--- config.mk ---
export PLATFORM = sky130hd
export DESIGN_NAME = axi_read_arbiter_flat
export DESIGN_NICKNAME = d
export VERILOG_FILES = /design/src/rtl/axi_read_arbiter_if.sv /design/src/rtl/axi_read_arbiter.sv /design/src/flat_wrapper.sv
export SDC_FILE = /design/constraint.sdc
export NUM_CORES = 1
export LEC_CHECK = 0
export ABC_AREA = 1
export CAP_MARGIN = 20
export CORE_AREA = 2 2 147 149
export DETAILED_ROUTE_END_ITERATION = 10
export DIE_AREA = 0 0 149 151
export PLACE_DENSITY = 0.64
export RECOVER_POWER = 50
export SLEW_MARGIN = 40
export SYNTH_ARGS = -nofsm -noshare
export SYNTH_HDL_FRONTEND = slang
export SYNTH_SLANG_ARGS = --single-unit
--- constraint.sdc ---
create_clock -name clk -period 2.5 [get_ports clk]
set_clock_uncertainty 0.1 [all_clocks]
set_input_delay 0.5 -clock clk [delete_from_list [all_inputs] [get_ports clk]]
set_output_delay 0.5 -clock clk [all_outputs]
set_load 0.01 [all_outputs]
--- src/rtl/axi_read_arbiter_if.sv ---
// rtl/axi_read_arbiter_if.sv - AXI read address/data channel bundle shared by the I/D read arbiter
interface axi_read_arbiter_if #(
  parameter int ID_WIDTH   = 13,
  parameter int ADDR_WIDTH = 64,
  parameter int DATA_WIDTH = 64
);
  logic [ID_WIDTH-1:0]   m_axi_arid;
  logic [ADDR_WIDTH-1:0] m_axi_araddr;
  logic [7:0]            m_axi_arlen;
  logic [2:0]            m_axi_arsize;
  logic [1:0]            m_axi_arburst;
  logic                  m_axi_arvalid;
  logic                  m_axi_arready;
  logic [ID_WIDTH-1:0]   m_axi_rid;
  logic [DATA_WIDTH-1:0] m_axi_rdata;
  logic [1:0]            m_axi_rresp;
  logic                  m_axi_rlast;
  logic                  m_axi_rvalid;
  logic                  m_axi_rready;

  modport master (
    output m_axi_arid, m_axi_araddr, m_axi_arlen, m_axi_arsize, m_axi_arburst,
           m_axi_arvalid, m_axi_rready,
    input  m_axi_arready, m_axi_rid, m_axi_rdata, m_axi_rresp, m_axi_rlast, m_axi_rvalid
  );

  modport slave (
    input  m_axi_arid, m_axi_araddr, m_axi_arlen, m_axi_arsize, m_axi_arburst,
           m_axi_arvalid, m_axi_rready,
    output m_axi_arready, m_axi_rid, m_axi_rdata, m_axi_rresp, m_axi_rlast, m_axi_rvalid
  );
endinterface

--- src/rtl/axi_read_arbiter.sv ---
// rtl/axi_read_arbiter.sv - round-robin I/D line-fill arbiter over one AXI read channel
// One INCR burst outstanding at a time; beats are steered back to the granted side one cycle later.
module axi_read_arbiter #(
  parameter int ID_WIDTH   = 13,
  parameter int ADDR_WIDTH = 64,
  parameter int DATA_WIDTH = 64,
  parameter int BURST_LEN  = 8
) (
  input  logic                  clk,
  input  logic                  reset,
  input  logic                  i_req_valid,
  output logic                  i_req_ready,
  input  logic [ADDR_WIDTH-1:0] i_req_addr,
  input  logic                  d_req_valid,
  output logic                  d_req_ready,
  input  logic [ADDR_WIDTH-1:0] d_req_addr,
  output logic                  i_resp_valid,
  output logic                  i_resp_last,
  output logic                  d_resp_valid,
  output logic                  d_resp_last,
  output logic [DATA_WIDTH-1:0] resp_data,
  output logic                  resp_err,
  axi_read_arbiter_if.master    axi
);
  localparam logic [7:0]            LAST_BEAT = 8'(BURST_LEN - 1);
  localparam logic [ADDR_WIDTH-1:0] LINE_MASK = ~ADDR_WIDTH'(BURST_LEN * 8 - 1);
  localparam logic                  GRANT_I   = 1'b0;
  localparam logic                  GRANT_D   = 1'b1;

  typedef enum logic [1:0] {IDLE, ADDR, DATA} state_t;

  state_t                state, state_next;
  logic                  grant, last_grant, pick;
  logic [ADDR_WIDTH-1:0] addr;
  logic [7:0]            beat_cnt;
  logic                  arvalid, rready;
  logic                  beat, beat_last;

  // On a tie the side that did not win last time is picked.
  assign pick      = (i_req_valid && d_req_valid) ? ~last_grant : d_req_valid;
  assign beat      = (state == DATA) && axi.m_axi_rvalid;
  assign beat_last = beat && (beat_cnt == LAST_BEAT);

  always_ff @(posedge clk or negedge reset) begin
    if (!reset) begin
      state <= IDLE;
    end else begin
      state <= state_next;
    end
  end

  always_comb begin
    state_next  = state;
    i_req_ready = 1'b0;
    d_req_ready = 1'b0;
    arvalid     = 1'b0;
    rready      = 1'b0;
    case (state)
      IDLE: begin
        i_req_ready = i_req_valid && (pick == GRANT_I);
        d_req_ready = d_req_valid && (pick == GRANT_D);
        if (i_req_ready || d_req_ready) state_next = ADDR;
      end
      ADDR: begin
        arvalid = 1'b1;
        if (axi.m_axi_arready) state_next = DATA;
      end
      DATA: begin
        rready = 1'b1;
        if (beat_last) state_next = IDLE;
      end
      default: state_next = IDLE;
    endcase
    // Keep the request handshake quiet while reset is held, even in IDLE.
    if (!reset) begin
      i_req_ready = 1'b0;
      d_req_ready = 1'b0;
    end
  end

  always_ff @(posedge clk or negedge reset) begin
    if (!reset) begin
      grant      <= GRANT_I;
      last_grant <= GRANT_D;
      addr       <= '0;
      beat_cnt   <= '0;
    end else begin
      if (i_req_ready || d_req_ready) begin
        grant    <= d_req_ready;
        addr     <= (d_req_ready ? d_req_addr : i_req_addr) & LINE_MASK;
        beat_cnt <= '0;
      end
      if (beat) begin
        beat_cnt <= beat_cnt + 8'd1;
        if (beat_last) last_grant <= grant;
      end
    end
  end

  // Burst length is counted locally; rlast and rid only feed the error flag.
  always_ff @(posedge clk or negedge reset) begin
    if (!reset) begin
      i_resp_valid <= 1'b0;
      i_resp_last  <= 1'b0;
      d_resp_valid <= 1'b0;
      d_resp_last  <= 1'b0;
      resp_err     <= 1'b0;
      resp_data    <= '0;
    end else begin
      i_resp_valid <= beat && (grant == GRANT_I);
      d_resp_valid <= beat && (grant == GRANT_D);
      i_resp_last  <= beat_last && (grant == GRANT_I);
      d_resp_last  <= beat_last && (grant == GRANT_D);
      resp_err     <= beat && ((axi.m_axi_rresp != 2'b00) ||
                               (axi.m_axi_rid != ID_WIDTH'(grant)) ||
                               (axi.m_axi_rlast != (beat_cnt == LAST_BEAT)));
      if (beat) resp_data <= axi.m_axi_rdata;
    end
  end

  assign axi.m_axi_arid    = ID_WIDTH'(grant);
  assign axi.m_axi_araddr  = addr;
  assign axi.m_axi_arlen   = LAST_BEAT;
  assign axi.m_axi_arsize  = 3'd3;
  assign axi.m_axi_arburst = 2'b01;
  assign axi.m_axi_arvalid = arvalid;
  assign axi.m_axi_rready  = rready;
endmodule

--- src/flat_wrapper.sv ---
// flat-port wrapper written by rule: the top's interface ports become plain ports
module axi_read_arbiter_flat 
#(
  parameter int ID_WIDTH   = 13,
  parameter int ADDR_WIDTH = 64,
  parameter int DATA_WIDTH = 64,
  parameter int BURST_LEN  = 8
)
  (clk, reset, i_req_valid, i_req_ready, i_req_addr, d_req_valid, d_req_ready, d_req_addr, i_resp_valid, i_resp_last, d_resp_valid, d_resp_last, resp_data, resp_err, axi_m_axi_arid, axi_m_axi_araddr, axi_m_axi_arlen, axi_m_axi_arsize, axi_m_axi_arburst, axi_m_axi_arvalid, axi_m_axi_rready, axi_m_axi_arready, axi_m_axi_rid, axi_m_axi_rdata, axi_m_axi_rresp, axi_m_axi_rlast, axi_m_axi_rvalid);
  axi_read_arbiter_if #(.ID_WIDTH(ID_WIDTH), .ADDR_WIDTH(ADDR_WIDTH), .DATA_WIDTH(DATA_WIDTH)) axi_i ();
  input  logic clk;
  input  logic reset;
  input  logic i_req_valid;
  output logic i_req_ready;
  input  logic [ADDR_WIDTH-1:0] i_req_addr;
  input  logic d_req_valid;
  output logic d_req_ready;
  input  logic [ADDR_WIDTH-1:0] d_req_addr;
  output logic i_resp_valid;
  output logic i_resp_last;
  output logic d_resp_valid;
  output logic d_resp_last;
  output logic [DATA_WIDTH-1:0] resp_data;
  output logic resp_err;
  output wire logic [$bits(axi_i.m_axi_arid)-1:0] axi_m_axi_arid;
  output wire logic [$bits(axi_i.m_axi_araddr)-1:0] axi_m_axi_araddr;
  output wire logic [$bits(axi_i.m_axi_arlen)-1:0] axi_m_axi_arlen;
  output wire logic [$bits(axi_i.m_axi_arsize)-1:0] axi_m_axi_arsize;
  output wire logic [$bits(axi_i.m_axi_arburst)-1:0] axi_m_axi_arburst;
  output wire logic [$bits(axi_i.m_axi_arvalid)-1:0] axi_m_axi_arvalid;
  output wire logic [$bits(axi_i.m_axi_rready)-1:0] axi_m_axi_rready;
  input wire logic [$bits(axi_i.m_axi_arready)-1:0] axi_m_axi_arready;
  input wire logic [$bits(axi_i.m_axi_rid)-1:0] axi_m_axi_rid;
  input wire logic [$bits(axi_i.m_axi_rdata)-1:0] axi_m_axi_rdata;
  input wire logic [$bits(axi_i.m_axi_rresp)-1:0] axi_m_axi_rresp;
  input wire logic [$bits(axi_i.m_axi_rlast)-1:0] axi_m_axi_rlast;
  input wire logic [$bits(axi_i.m_axi_rvalid)-1:0] axi_m_axi_rvalid;
  assign axi_m_axi_arid = axi_i.m_axi_arid;
  assign axi_m_axi_araddr = axi_i.m_axi_araddr;
  assign axi_m_axi_arlen = axi_i.m_axi_arlen;
  assign axi_m_axi_arsize = axi_i.m_axi_arsize;
  assign axi_m_axi_arburst = axi_i.m_axi_arburst;
  assign axi_m_axi_arvalid = axi_i.m_axi_arvalid;
  assign axi_m_axi_rready = axi_i.m_axi_rready;
  assign axi_i.m_axi_arready = axi_m_axi_arready;
  assign axi_i.m_axi_rid = axi_m_axi_rid;
  assign axi_i.m_axi_rdata = axi_m_axi_rdata;
  assign axi_i.m_axi_rresp = axi_m_axi_rresp;
  assign axi_i.m_axi_rlast = axi_m_axi_rlast;
  assign axi_i.m_axi_rvalid = axi_m_axi_rvalid;
  axi_read_arbiter #(.ID_WIDTH(ID_WIDTH), .ADDR_WIDTH(ADDR_WIDTH), .DATA_WIDTH(DATA_WIDTH), .BURST_LEN(BURST_LEN)) u_core (.clk(clk), .reset(reset), .i_req_valid(i_req_valid), .i_req_ready(i_req_ready), .i_req_addr(i_req_addr), .d_req_valid(d_req_valid), .d_req_ready(d_req_ready), .d_req_addr(d_req_addr), .i_resp_valid(i_resp_valid), .i_resp_last(i_resp_last), .d_resp_valid(d_resp_valid), .d_resp_last(d_resp_last), .resp_data(resp_data), .resp_err(resp_err), .axi(axi_i));
endmodule
==> flow_summary_export.csv <==
group,metric,value,unit
outcome,outcome,"complete, but fails checks",
outcome,failed_checks,"max-capacitance violations, max-slew violations",
worst_setup_path,worstSetupEndpointType,"output port",
synth,synthAdderAreaFrac,0.00205,
cts,clockBufferDepth,2,
synth,synthMuxAreaShare,0,
synth,yosysMostFrequentCell,"nand2_1",
placement,io_buffers,333,
cts,cts_num_sinks,139,
synth,synth_xor_area_frac,0.00144,
placement,post-dp-hpwl,14.0,mm
cts,cts_hold_buf,0,
sta,setup_slack,0.181,ns
cts,htree_levels,4,
detailed_routing,dr.pass1.iters,7,
synth,synth-seq-cells,139,
worst_setup_path,cp-start-kind,"input port",
power,seq_power_share,0.350,
worst_setup_path,worstSetupPathType,"in2out",
sta,worst_pin_slew,1.64,ns
cells_and_area,final_util,0.485,
sta,fin_crit_sh,0.927,
detailed_routing,ant_nets,0,
global_routing,grt_pass1_wl,29.8,mm
cells_and_area,fin_nets,1270,
detailed_routing,num_vias,5687,
power,power_density,1050,nW/um^2
cells_and_area,fillers,2002,
sta,hold_viol,0,
synth,syn-instance-count,728,
detailed_routing,drt_iter0_drc,207,
synth,synthFlopType,"dfrtp_1",
worst_hold_path,hold_class,"reg2reg",
cts,clock_insertion_delay_worst_skew,0.41,ns
floorplan,initial_core_util,0.293,
detailed_routing,wl,19.6,mm
sta,finalSetupViolCount,0,
synth,synthSimpleGateAreaFrac,0.323,
placement,place_inst,1311,
floorplan,core_area,20800,um^2
power,internal_power,0.00713,W
synth,yosysWarnings,0,
sta,fin_crit,2.32,ns
global_routing,grt_usage,0.170,
synth,yosys-top-cells-count,"396 x nand2_1, 138 x dfrtp_1, 65 x nand3_1",
power,p_leak,4.77,nW
detailed_routing,viasPerCell,4.24,
synth,synth_top_family_by_area,"simple AND/OR/NAND/NOR gates",
synth,synth_edf_count,0,
cells_and_area,drive_above_1_share,0.0450,
cells_and_area,area_delta_synth_final,65.4,%
worst_setup_path,r2r-end,"u_core.resp_data[56]",
cts,cts_buffers,17,
worst_setup_path,arrival,1.72,ns
synth,async_reset_ff_frac,1.00,
synth,synthTopCellsByArea,"dfrtp_1 57%, nand2_1 24%, nand3_1 5.3%",
cells_and_area,multiInputGateArea,2180,um^2
synth,synth_top_area_share,0.566,
cts,post_cts_buffers,0,
cells_and_area,fin_cells,1342,
worst_setup_path,crit_required,1.90,ns
worst_hold_path,worstHoldEndpoint,"u_core.resp_data[38]",
cells_and_area,n_antenna_cell,0,
worst_setup_path,ff2ff_setup_slack,0.34,ns
synth,synth_cell_types,29,
global_routing,grt_pass1_vias,5685,
detailed_routing,drc_errors,0,
floorplan,pin_count,377,
power,peakVddDrop,0.465,mV
synth,synth-seq-area-share,0.570,
cts,cts_tree,"done",
placement,place_congestion,0.746,
synth,synth_top_area_cell,"dfrtp_1",
floorplan,placementRows,53,
worst_setup_path,crit_fanout,2,
power,power.switching,0.00349,W
power,p_clk_frac,0.243,
floorplan,die-area,22500,um^2
cts,path_clk_slew,0.06,ns
cts,ctsRootBufferMaster,"clkbuf_16",
placement,dpl_worst_slack,-0.109,ns
floorplan,die_w,149,um
worst_hold_path,hp-start,"u_core.resp_data[38]",
synth,synth.cell_area,6100,um^2
floorplan,die_h,151,um
worst_hold_path,hold_depth,2,
sta,fmax,431,MHz
worst_setup_path,reg2reg_from,"u_core.state[0]",
global_routing,grt-ovfl-total,0,
synth,avgSynthCellArea,8.38,um^2
job,drv_cap,1,
power,sw_frac_of_total,0.329,
global_routing,antenna_found_initial,0,
sta,rsz0062_at_grt,"false",
sta,slew_viol_final,115,
detailed_routing,routedWlPerCell,14.6,um
power,pwr-share-comb,0.407,
global_routing,grt_max_degree,115,
cells_and_area,seqCellArea,3480,um^2
sta,slew_headroom,-0.0953,
synth,synth-compound-area-share,0.0131,
worst_setup_path,ff2ff_path_depth,6,
==> what timing repair did <==
action | 4_1_cts | 5_1_grt
endpoints found under the setup margin | 1 | 1
gates resized for setup | 1 | 2
endpoints found under the hold margin | 0 | 0
pin swaps | 0 | 0
==> layout by cell type, fill, tap and decap left out, types with 3 or more instances in the layout <==
| cell type | synthesis | final |
|---|---|---|
| clkinv_4 | 0 | 3 |
| nand2_1 | 396 | 396 |
| dlygate4sd3_1 | 0 | 7 |
| dfrtp_1 | 138 | 138 |
| o21ai_0 | 4 | 6 |
| clkbuf_16 | 0 | 17 |
| buf_4 | 39 | 7 |
| conb_1 | 2 | 31 |
| clkinvlp_4 | 0 | 3 |
| clkbuf_8 | 0 | 3 |
| nor2_1 | 22 | 22 |
| inv_1 | 12 | 13 |
| nand3_1 | 65 | 66 |
| nor3_1 | 3 | 4 |
| inv_6 | 0 | 3 |
| clkdlybuf4s50_1 | 0 | 323 |
==> flip-flops by register name (all words and copies together) (netlist names) <==
name                     flops
u_core.grant                 1
u_core.resp_data            64
u_core.i_resp_valid          1
u_core.state                 2
u_core.last_grant            1
u_core.axi.m_axi_araddr     58
u_core.d_resp_valid          1
u_core.resp_err              1
u_core.d_resp_last           1
u_core.i_resp_last           1
u_core.beat_cnt              8
==> power groups by stage <==
| stage | Clock [W] | Sequential [W] | Combinational (W) |
|---|---|---|---|
| 2_1_floorplan | 0 | 0.00414 | 0.00141 |
| 3_3_place_gp | 0 | 0.00371 | 0.00439 |
| 3_5_place_dp | 0 | 0.00373 | 0.00442 |
| 4_1_cts | 0.00266 | 0.00372 | 0.00443 |
| 5_1_grt | 0.00276 | 0.00384 | 0.00475 |
| 6_report | 0.00258 | 0.00372 | 0.00433 |
==> worst max-delay path, cell delays in order <==
cell             delay, ns
clkdlybuf4s50_1       0.46
inv_1                 0.06
a21oi_2               0.16
and3_2                0.23
dlygate4sd2_1         0.31
==> logic make-up after synthesis <==
kind of cell	count (synthesis)
xor+xnor	1
simple gates	493
fa+ha+maj	1
compound gates	13
flops	139
other cells	2
buf+inv	79
==> cell type report <==
cell class | instances | share of cell area
Sequential cell | 139 | 0.345
Multi-Input combinational cell | 539 | 0.216
Inverter | 13 | 0.00483
Tap cell | 275 | 0.0341
Clock inverter | 11 | 0.0134
Clock buffer | 20 | 0.0462
Timing Repair Buffer | 345 | 0.340
==> metrics by stage <==
step / hold slack (ns) / area [um^2] / total power, W / setup TNS, ns
global route: 0.400 / 10100 / 0.0114 / 0
floorplan: 0.104 / 6210 / 0.00555 / 0
finish: 0.377 / 10100 / 0.0106 / 0
detailed placement: 0.364 / 9520 / 0.00814 / -0.109
CTS: 0.0180 / 10100 / 0.0108 / 0
global placement: 0.361 / 9520 / 0.00810 / -0.101
==> routing by layer <==
metal,part of all wire,global-route usage
met5,0,0
met2,0.49,0.288
met4,0.014,0.0471
met3,0.093,0.0648
met1,0.41,0.203
==> worst max path at each step <==
| stage | startpoint | endpoint | slack, ns | depth (start not counted) |
|---|---|---|---|---|
| 2_1_floorplan | d_req_valid | d_req_ready | 0.77 | 5 |
| 3_3_place_gp | d_req_valid | d_req_ready | -0.10 | 5 |
| 3_5_place_dp | d_req_valid | d_req_ready | -0.11 | 5 |
| 4_1_cts | i_req_valid | i_req_ready | 0.008 | 5 |
| 5_1_grt | d_req_valid | d_req_ready | 0.09 | 5 |
| 6_report | d_req_valid | d_req_ready | 0.18 | 5 |
(Power assumes the default switching activity.)
